<file path="src/rtl/seg7_stream_monitor.sv">
// seg7_stream_monitor
// Watches a seven-segment bus (bit0=a .. bit6=g, active-high), accepts a
// pattern only after it has been stable for STABLE_CYCLES enabled samples,
// decodes it to BCD and checks that consecutive digits count up modulo 10.
//
// Ports:
//   clk, rst_n       clock, asynchronous active-low reset
//   ena              enable; low freezes state (pulses drop on the next edge)
//   seg_in[6:0]      segment bus being monitored
//   clr_cnt          synchronous clear of both counters (beats increments)
//   digit[3:0]       last accepted legal digit
//   digit_valid      accepted pattern is a legal digit
//   new_digit        one-cycle pulse when a legal digit is accepted
//   invalid_pattern  accepted pattern is neither blank nor a legal digit
//   seq_error        one-cycle pulse when a digit is not previous+1 mod 10
//   err_count        saturating count of invalid patterns + sequence errors
//   change_count     wrapping count of accepted legal digits
module seg7_stream_monitor #(
  parameter int STABLE_CYCLES = 4,
  parameter int CNT_W         = 8
) (
  input  logic             clk,
  input  logic             rst_n,
  input  logic             ena,
  input  logic [6:0]       seg_in,
  input  logic             clr_cnt,
  output logic [3:0]       digit,
  output logic             digit_valid,
  output logic             new_digit,
  output logic             invalid_pattern,
  output logic             seq_error,
  output logic [CNT_W-1:0] err_count,
  output logic [CNT_W-1:0] change_count
);

  localparam logic [3:0] STAB_MAX = 4'(STABLE_CYCLES);

  logic [6:0]       s_q, s_d;
  logic [3:0]       stab_q, stab_d;
  logic [6:0]       acc_q, acc_d;
  logic [3:0]       digit_q, digit_d;
  logic             digit_valid_q, digit_valid_d;
  logic             new_digit_q, new_digit_d;
  logic             invalid_q, invalid_d;
  logic             seq_error_q, seq_error_d;
  logic [CNT_W-1:0] err_q, err_d;
  logic [CNT_W-1:0] chg_q, chg_d;
  logic [3:0]       prev_q, prev_d;
  logic             have_prev_q, have_prev_d;

  logic [3:0] dec_val;
  logic       dec_legal;
  logic [3:0] prev_next;

  // Decode of the candidate pattern (the one about to be accepted).
  always_comb begin
    dec_val   = 4'd0;
    dec_legal = 1'b1;
    case (s_q)
      7'h3F: dec_val = 4'd0;
      7'h06: dec_val = 4'd1;
      7'h5B: dec_val = 4'd2;
      7'h4F: dec_val = 4'd3;
      7'h66: dec_val = 4'd4;
      7'h6D: dec_val = 4'd5;
      7'h7D: dec_val = 4'd6;
      7'h07: dec_val = 4'd7;
      7'h7F: dec_val = 4'd8;
      7'h6F: dec_val = 4'd9;
      default: dec_legal = 1'b0;
    endcase
  end

  assign prev_next = (prev_q == 4'd9) ? 4'd0 : prev_q + 4'd1;

  always_comb begin
    s_d           = s_q;
    stab_d        = stab_q;
    acc_d         = acc_q;
    digit_d       = digit_q;
    digit_valid_d = digit_valid_q;
    invalid_d     = invalid_q;
    err_d         = err_q;
    chg_d         = chg_q;
    prev_d        = prev_q;
    have_prev_d   = have_prev_q;
    // Pulses are always one cycle; with ena low they simply drop.
    new_digit_d   = 1'b0;
    seq_error_d   = 1'b0;

    if (ena) begin
      if (seg_in != s_q) begin
        s_d    = seg_in;
        stab_d = 4'd1;
      end else if (stab_q != STAB_MAX) begin
        stab_d = stab_q + 4'd1;
      end

      // Acceptance uses the window as it stood before this edge's sample.
      if ((stab_q == STAB_MAX) && (s_q != acc_q)) begin
        acc_d = s_q;
        if (dec_legal) begin
          digit_d       = dec_val;
          digit_valid_d = 1'b1;
          invalid_d     = 1'b0;
          new_digit_d   = 1'b1;
          chg_d         = chg_q + CNT_W'(1);
          if (have_prev_q && (dec_val != prev_next)) begin
            seq_error_d = 1'b1;
            if (err_q != '1) err_d = err_q + CNT_W'(1);
          end
          prev_d      = dec_val;
          have_prev_d = 1'b1;
        end else if (s_q == 7'h00) begin
          digit_valid_d = 1'b0;
          invalid_d     = 1'b0;
          have_prev_d   = 1'b0;
        end else begin
          digit_valid_d = 1'b0;
          invalid_d     = 1'b1;
          have_prev_d   = 1'b0;
          if (err_q != '1) err_d = err_q + CNT_W'(1);
        end
      end

      if (clr_cnt) begin
        err_d = '0;
        chg_d = '0;
      end
    end
  end

  always_ff @(posedge clk or negedge rst_n) begin
    if (!rst_n) begin
      s_q           <= '0;
      stab_q        <= '0;
      acc_q         <= '0;
      digit_q       <= '0;
      digit_valid_q <= 1'b0;
      new_digit_q   <= 1'b0;
      invalid_q     <= 1'b0;
      seq_error_q   <= 1'b0;
      err_q         <= '0;
      chg_q         <= '0;
      prev_q        <= '0;
      have_prev_q   <= 1'b0;
    end else begin
      s_q           <= s_d;
      stab_q        <= stab_d;
      acc_q         <= acc_d;
      digit_q       <= digit_d;
      digit_valid_q <= digit_valid_d;
      new_digit_q   <= new_digit_d;
      invalid_q     <= invalid_d;
      seq_error_q   <= seq_error_d;
      err_q         <= err_d;
      chg_q         <= chg_d;
      prev_q        <= prev_d;
      have_prev_q   <= have_prev_d;
    end
  end

  assign digit           = digit_q;
  assign digit_valid     = digit_valid_q;
  assign new_digit       = new_digit_q;
  assign invalid_pattern = invalid_q;
  assign seq_error       = seq_error_q;
  assign err_count       = err_q;
  assign change_count    = chg_q;

endmodule

</file>
<file path="config.mk">
export PLATFORM = sky130hd
export DESIGN_NAME = seg7_stream_monitor
export DESIGN_NICKNAME = d
export VERILOG_FILES = /design/src/rtl/seg7_stream_monitor.sv
export SDC_FILE = /design/constraint.sdc
export NUM_CORES = 1
export LEC_CHECK = 0
export CAP_MARGIN = 20
export CORE_ASPECT_RATIO = 1.25
export CORE_MARGIN = 4
export CORE_UTILIZATION = 55
export CTS_BUF_LIST = sky130_fd_sc_hd__clkbuf_8
export CTS_CLUSTER_SIZE = 30
export DETAILED_ROUTE_END_ITERATION = 8
export GPL_TIMING_DRIVEN = 0
export PLACE_DENSITY = 0.86
export SKIP_LAST_GASP = 1
export SLEW_MARGIN = 30
export SYNTH_ARGS = -nofsm -noshare
export SYNTH_HDL_FRONTEND = slang
export SYNTH_SLANG_ARGS = --single-unit
</file>
<file path="constraint.sdc">
create_clock -name clk -period 7.7 [get_ports clk]
set_input_delay 2.31 -clock clk [delete_from_list [all_inputs] [get_ports clk]]
set_output_delay 2.31 -clock clk [all_outputs]
set_load 0.02 [all_outputs]
</file>
Word-level counts from Yosys, hierarchy flattened
Index checks and enable logic that the tools add are counted.
- input port bits: 11
- word-level logic and storage cells: 69
- output and inout bits: 24
- bits in registers: 42
- equality and inequality tests: 19
- reductions and logical operators: 13
- multiplexer cells: 23
- $add $sub $neg: 4
- operator list (kind ; count):
    8-bit 2-to-1 mux ; 9
    7-bit == test, second input constant ; 7
    4-bit one-hot mux with 9 select lines ; 1
    8-bit by 1-bit adder with 8-bit output, second input constant ; 2
    7-bit by 3-bit == test with 1-bit output, second input constant ; 2
    7-bit inequality test ; 2
    4-bit 2-to-1 mux ; 3
    1-bit 2-to-1 mux ; 10
    10-bit OR reduction ; 1
    4-bit by 1-bit adder with 4-bit output, second input constant ; 2
    8-bit inequality test, second input constant ; 1
    7-bit by 6-bit == test with 1-bit output, second input constant ; 1
    7-bit zero test ; 1
    2-bit AND reduction ; 3
    3-bit AND reduction ; 2
    2-bit nonzero test ; 3
    4-bit by 3-bit == test with 1-bit output, second input constant ; 1
    4-bit == test, second input constant ; 1
    4-bit by 3-bit inequality test with 1-bit output, second input constant ; 1
    4-bit inequality test ; 1
    4-bit AND reduction ; 1
    3-bit by 2-bit inequality test with 1-bit output, second input constant ; 1
    3-bit inequality test, second input constant ; 1
    1-bit logical AND ; 2

Depth between registers and ports, before layout
Gate-level depths: netlist of the first run.
- depth after elaboration: 8
- mapped depth: 11
- mapped depth without buffers: 10

Worst setup path after synthesis of the first run
Ideal clock, no wire load.
- kind: input to register
- start point: input ena
- end point: register err_q[2], in the netlist err_count[2]
- setup time: 126 ps
- required time: 7574 ps
- path buffers: 2
- arrival: 3527 ps
- stages: 7
- setup slack: 4046 ps
- cells stage by stage: and2_1 > clkbuf_1 > a21oi_1 > clkbuf_1 > nor3_1 > o2111a_1 > a311o_1
- longest elaborated chain between the ends: 1
- RTL lines (what ; line ; source):
    start: declaration ; 24 ; input logic ena,
    4-bit AND reduction (no line) ; n/a ;
    end signal: assignment ; 156 ; err_q <= err_d;
    end: declaration ; 46 ; logic [CNT_W-1:0] err_q, err_d;
Every way passes these cells.
A chain may end at the register's enable or synchronous reset.

Worst setup path in the final report of the first run
Same ends and word-level chain as after synthesis.

==> results.txt, run 1 <==
status -> finished, final reports clean
critical path, cell by cell -> clkdlybuf4s50_1, and2_1, clkbuf_1, a21oi_1, clkbuf_1, nor3_1, o2111a_1, a311o_1
slew of the pin with the lowest slew margin -> 809 ps
number of max-cap violations -> 0
clock skew -> 2.48 ps
initial antenna violation count -> 0
Static Leak -> 1.30 nW
number of detailed-route iterations in the first pass -> 4
Final setup viols -> 0
wirelength, routed -> 5560 um
Critical Path Max Stage Delay -> 500 ps
Tmin final -> 4200 ps
vias per cell -> 5.93
CP required -> 7880 ps
Port Buf Inserts -> 34
nets -> 323
routed len/inst -> 15.2 um
Placeable Area -> 0.00443 sq mm
Crit. End Element -> flip-flop
total track usage -> 21.5%
DR vias -> 2178
n_diodes -> 0
hpwl dp -> 4250 um
synthesized flop and latch total -> 42
# Post-CTS Setup Buffers -> 0
Initial DRC Count -> 114
slew margin rel. -> 45.4%
clock buffer depth -> 2
Reg2Reg Depth -> 7
hold path start -> invalid_pattern
reg-to-reg slack, setup -> 4850 ps
area of the die -> 0.00576 sq mm
syn nets -> 281
root buf cell -> clkbuf_8
first-pass GRT wire length -> 9660 um
Slew Limit Fails -> 0
die height -> 83.9 um
Setup CP Type -> input port to flip-flop
Die Wd -> 68.7 um
setup TNS -> 0 ps
# IOs -> 35
synthesized area -> 0.00253 sq mm
P&R area growth vs syn -> 21.0%
layout cell share with drive strength beyond 1 -> 11.3%
crit start category -> input port
Post-synth EDFFs -> 0
Hold Crit Class -> flip-flop to flip-flop
number of global-route vias before repair -> 2147
Mapped Cells -> 266
synth warn -> 0
Skew-Pair Late Insertion Delay -> 290 ps
fmax -> 0.238 GHz
distinct cell type count after synthesis -> 53
cts repair resizes -> 0
CTS H-tree depth -> 2
most used cell, CP -> clkbuf_1
Worst R2R End -> err_count[0]
total CTS buffers -> 5
post-synthesis sequential area ratio -> 41.5%
pwr/cell area -> 157 mW/mm^2
largest net degree at the start of global routing -> 23
worst vdd ir -> 0.000108 V
Critical Path Fanout Max -> 10
Sink Count -> 42
FFs w/ async S/R, synth -> 100%
Routed Antenna Nets -> 0
CTS Hold Bufs -> 0
syn avg cell area -> 9.52 sq um
final period utilization -> 54.5%
DRC Markers -> 0
Rows -> 27
most common cell after layout, fill and taps aside -> dfrtp_1
most frequent cells in the layout -> 42 x dfrtp_1, 33 x clkdlybuf4s50_1, 32 x nand2_1
RSZ-0062 raised after global routing -> false
Synth Flop Type -> dfrtp_1
GPL Wtd Cong -> 0.905
worst r2r src -> s_q[4]
slowest CP cell -> clkdlybuf4s50_1
post-layout util -> 69.3%
gr ovfl total -> 0
worst path arrival time -> 4380 ps
CTS tree -> yes
Initial Util -> 57.2%
hold path endpoint -> invalid_pattern
worst hold path depth -> 2
CTS clk-pin slew, worst paths -> 70 ps
final hold viol count -> 0
cell type report:
| class | count | area [sq um] |
|---|---|---|
| clock inverter | 2 | 8.76 |
| clock buffer | 6 | 82.6 |
| tap | 58 | 72.6 |
| multi-input combinational | 199 | 1390 |
| inverter | 11 | 41.3 |
| timing repair buffer | 35 | 363 |
| buffer | 14 | 61.3 |
| sequential | 42 | 1050 |
| fill | 355 | 1360 |
synthesized netlist by cell type (3+ instances only):
cell	n	area share, %
a2111oi_0	3	1.0
a211oi_1	6	1.8
a21oi_1	10	2.0
and2_1	5	1.2
and3_1	8	2.0
buf_2	7	1.4
clkbuf_1	6	0.89
dfrtp_1	42	42
ha_1	4	2.0
inv_1	10	1.5
mux2_2	14	6.2
nand2_1	32	4.7
nand2b_1	3	0.74
nand3_1	7	1.4
nand4_1	7	1.7
nor2_1	13	1.9
nor2b_1	3	0.74
nor3_1	3	0.59
nor4_1	3	0.74
o2111ai_1	3	1.0
o21ai_0	10	2.0
or3_1	4	0.99
xnor2_1	16	5.5
xor2_1	12	4.2
power breakdown:
part	leakage, nW	internal (mW)	switching (mW)	total [mW]
logic	0.696	0.0432	0.0515	0.0947
clock network	0.0524	0.0710	0.0722	0.143
registers	0.553	0.231	0.0124	0.243
total	1.30	0.345	0.136	0.481
worst max path at each step:
stage	start	to	slack (ps)	cells after the start
5_1_grt	ena	err_count[2]	3420	8
4_1_cts	ena	err_count[4]	3540	8
2_1_floorplan	ena	err_count[2]	4050	7
3_3_place_gp	rst_n	invalid_pattern	3250	1
6_report	ena	err_count[2]	3500	8
3_5_place_dp	ena	err_count[2]	3230	8
metrics by stage:
| stage | setup WS (ps) | std cells | hold slack, ps | instance area (sq um) | power, mW |
|---|---|---|---|---|---|
| finish | 3500 | 367 | 492 | 3070 | 0.481 |
| global route | 3420 | 367 | 554 | 3070 | 0.505 |
| CTS | 3540 | 367 | 498 | 3070 | 0.485 |
| detailed placement | 3230 | 359 | 481 | 2970 | 0.342 |
| global placement | 3250 | 358 | 474 | 2950 | 0.337 |
| floorplan | 4050 | 266 | 501 | 2530 | 0.304 |
registers in the layout (all words and copies together) (netlist names):
name / flops
err_count: 8
change_count: 8
prev_q: 4
acc_q: 7
have_prev_q: 1
seq_error: 1
stab_q: 4
s_q: 7
new_digit: 1
invalid_pattern: 1
worst max-delay path, delay by kind of cell:
kind	cells	cell delay (ps)
buf+inv	3	1080
compound gates	3	710
simple gates	2	280
cells by family (layout without fill, tap and decap cells):
group                    after synthesis  count (layout)  synth area share (%)
flip-flops                            42              42                  41.5
multiplexers                          16              16                  7.02
AND/OR/NAND/NOR                       97              97                  19.9
buffers and inverters                 25              68                  4.05
XOR/XNOR                              28              28                  9.68
AO/OA/AOI/OAI                         54              54                  15.9
adder cells (fa/ha/maj)                4               4                  1.98
routing by layer:
metal  track usage (%)  vias to the layer above  share of wire, %
met5                 0                        -                 0
met4              10.3                        0               3.1
met3              4.45                       13               3.9
met2              34.6                       54                50
met1              26.8                     1063                43
li1                  -                     1048                 -
Note: power is estimated with default switching activity, not from simulation.
==> inputs of run 2 (changes only) <==
--- a/config.mk
+++ b/config.mk
@@ -8,12 +8,12 @@
 export CAP_MARGIN = 20
 export CORE_ASPECT_RATIO = 1.25
 export CORE_MARGIN = 4
-export CORE_UTILIZATION = 55
+export CORE_UTILIZATION = 51
 export CTS_BUF_LIST = sky130_fd_sc_hd__clkbuf_8
 export CTS_CLUSTER_SIZE = 30
 export DETAILED_ROUTE_END_ITERATION = 8
 export GPL_TIMING_DRIVEN = 0
-export PLACE_DENSITY = 0.86
+export PLACE_DENSITY = 0.84
 export SKIP_LAST_GASP = 1
 export SLEW_MARGIN = 30
 export SYNTH_ARGS = -nofsm -noshare
==> constraint.sdc (replaced) <==
create_clock -name clk -period 3.5 [get_ports clk]
set_input_delay 1.05 -clock clk [delete_from_list [all_inputs] [get_ports clk]]
set_output_delay 1.05 -clock clk [all_outputs]
set_load 0.02 [all_outputs]
==> run 2 against run 1 <==
Effect of this change:
- cell area is 0.57% higher
- routed wire length rose by 0.70%
- combinational power grew 120%
- final cell count up 0.54%
==> results.txt, run 2 (synthesized netlist as in run 1, its figures left out) <==
Port Buf Inserts -> 34
CTS H-tree depth -> 2
cell area after placement -> 0.00298 sq mm
Critical Path Max Stage Delay -> 510 ps
Final setup viols -> 0
area of the die -> 0.00616 sq mm
hpwl dp -> 4260 um
Setup WS pre-CTS -> 303 ps
number of detailed-route iterations in the first pass -> 4
Rows -> 28
cts repair resizes -> 0
gr ovfl total -> 0
critical path, cell by cell -> clkdlybuf4s50_1, and2_1, clkbuf_1, a21oi_1, clkbuf_1, nor3_1, o2111a_1, a311o_1
setup TNS -> 0 ps
n_diodes -> 0
most used cell, CP -> clkbuf_1
vias per cell -> 5.81
area of the multi-input gates -> 0.00139 sq mm
Placeable Area -> 0.00476 sq mm
Initial DRC Count -> 97
Tmin final -> 2930 ps
Crit. End Element -> flip-flop
Total Power -> 1.12 mW
Static Leak -> 1.31 nW
status -> finished, final reports clean
slowest CP cell -> clkdlybuf4s50_1
number of global-route vias before repair -> 2055
fmax -> 0.341 GHz
Critical Path Fanout Max -> 10
Switching Power -> 0.308 mW
root buf cell -> clkbuf_8
crit start category -> input port
most frequent cells in the layout -> 42 x dfrtp_1, 33 x clkdlybuf4s50_1, 32 x nand2_1
DRC Markers -> 0
total CTS buffers -> 5
worst vdd ir -> 0.000283 V
pwr/cell area -> 363 mW/mm^2
GPL Wtd Cong -> 0.912
routed len/inst -> 15.2 um
initial antenna violation count -> 0
Clock Power Share -> 33.5%
number of max-cap violations -> 0
clock buffer depth -> 2
total track usage -> 19.2%
slew margin rel. -> 47.0%
Reg area -> 0.00105 sq mm
Sink Count -> 42
Initial Util -> 53.2%
slew of the pin with the lowest slew margin -> 785 ps
Die Wd -> 71.0 um
CP required -> 3680 ps
CTS tree -> yes
Hold Crit Class -> flip-flop to flip-flop
P&R area growth vs syn -> 21.7%
Net Sw Frac -> 27.5%
Reg power frac -> 47.9%
# IOs -> 35
nets -> 323
worst path arrival time -> 3110 ps
CTS Hold Bufs -> 0
final period utilization -> 83.7%
die height -> 86.8 um
most common cell after layout, fill and taps aside -> dfrtp_1
final instance area -> 0.00308 sq mm
Skew-Pair Late Insertion Delay -> 300 ps
# Post-CTS Setup Buffers -> 0
DR vias -> 2143
RSZ-0062 raised after global routing -> false
clock skew -> 7.07 ps
Setup CP Type -> input port to flip-flop
first-pass GRT wire length -> 9490 um
largest net degree at the start of global routing -> 23
Routed Antenna Nets -> 0
fill count -> 401
layout cell share with drive strength beyond 1 -> 11.0%
final hold viol count -> 0
CTS clk-pin slew, worst paths -> 70 ps
Internal Pwr Total -> 0.811 mW
Comb pwr share -> 18.6%
Slew Limit Fails -> 0
wirelength, routed -> 5600 um
worst setup margin -> 572 ps
==> run 2: area by class of cell <==
| class | count | area share [%] |
|---|---|---|
| Multi-Input combinational cell | 199 | 44.9 |
| Sequential cell | 42 | 34.1 |
| Timing Repair Buffer | 35 | 11.8 |
| Tap cell | 60 | 2.44 |
| Clock buffer | 5 | 2.23 |
| Buffer | 14 | 1.99 |
| Inverter | 11 | 1.34 |
| Clock inverter | 3 | 1.22 |
==> run 2: worst max-delay path: cells and delay by family <==
family	cells	cell delay (ps)
AND/OR/NAND/NOR	2	290
buffers and inverters	3	1090
AO/OA/AOI/OAI	3	690
==> run 2: worst paths after layout <==
kind / from / end / slack [ps] / cells after the start
max reg2reg: s_q[4] / err_count[0] / 670 / 7
min in group asynchronous: rst_n / s_q[6] / 720 / 1
min reg2reg: invalid_pattern / invalid_pattern / 490 / 2
max: ena / err_count[2] / 570 / 8
min: invalid_pattern / invalid_pattern / 490 / 2
max in group asynchronous: rst_n / err_count[0] / 2290 / 2
==> run 2: power groups by stage <==
stage               combinational, mW  sequential, mW  clock (mW)
floorplan                       0.115           0.553           0
global placement                0.199           0.543           0
detailed placement              0.208           0.545           0
CTS                             0.209           0.535       0.380
global route                    0.229           0.540       0.398
finish                          0.208           0.536       0.375
==> run 2: layer usage <==
metal	vias to the layer above	share of wire [%]	routed length, um	global-route usage (%)
met5	-	0	0	0
met4	0	2.3	128	7.35
met3	13	3.9	220	3.25
met2	49	51	2870	34.4
met1	1030	43	2390	22.8
li1	1051	-	-	-
==> run 2: stage by stage <==
step,hold slack (ps),util (%),std cells
final,489,64.7,369
after global routing,520,64.7,369
after CTS,494,64.7,369
after detailed placement,481,62.5,361
after global placement,475,61.9,360
after floorplan,501,-,266
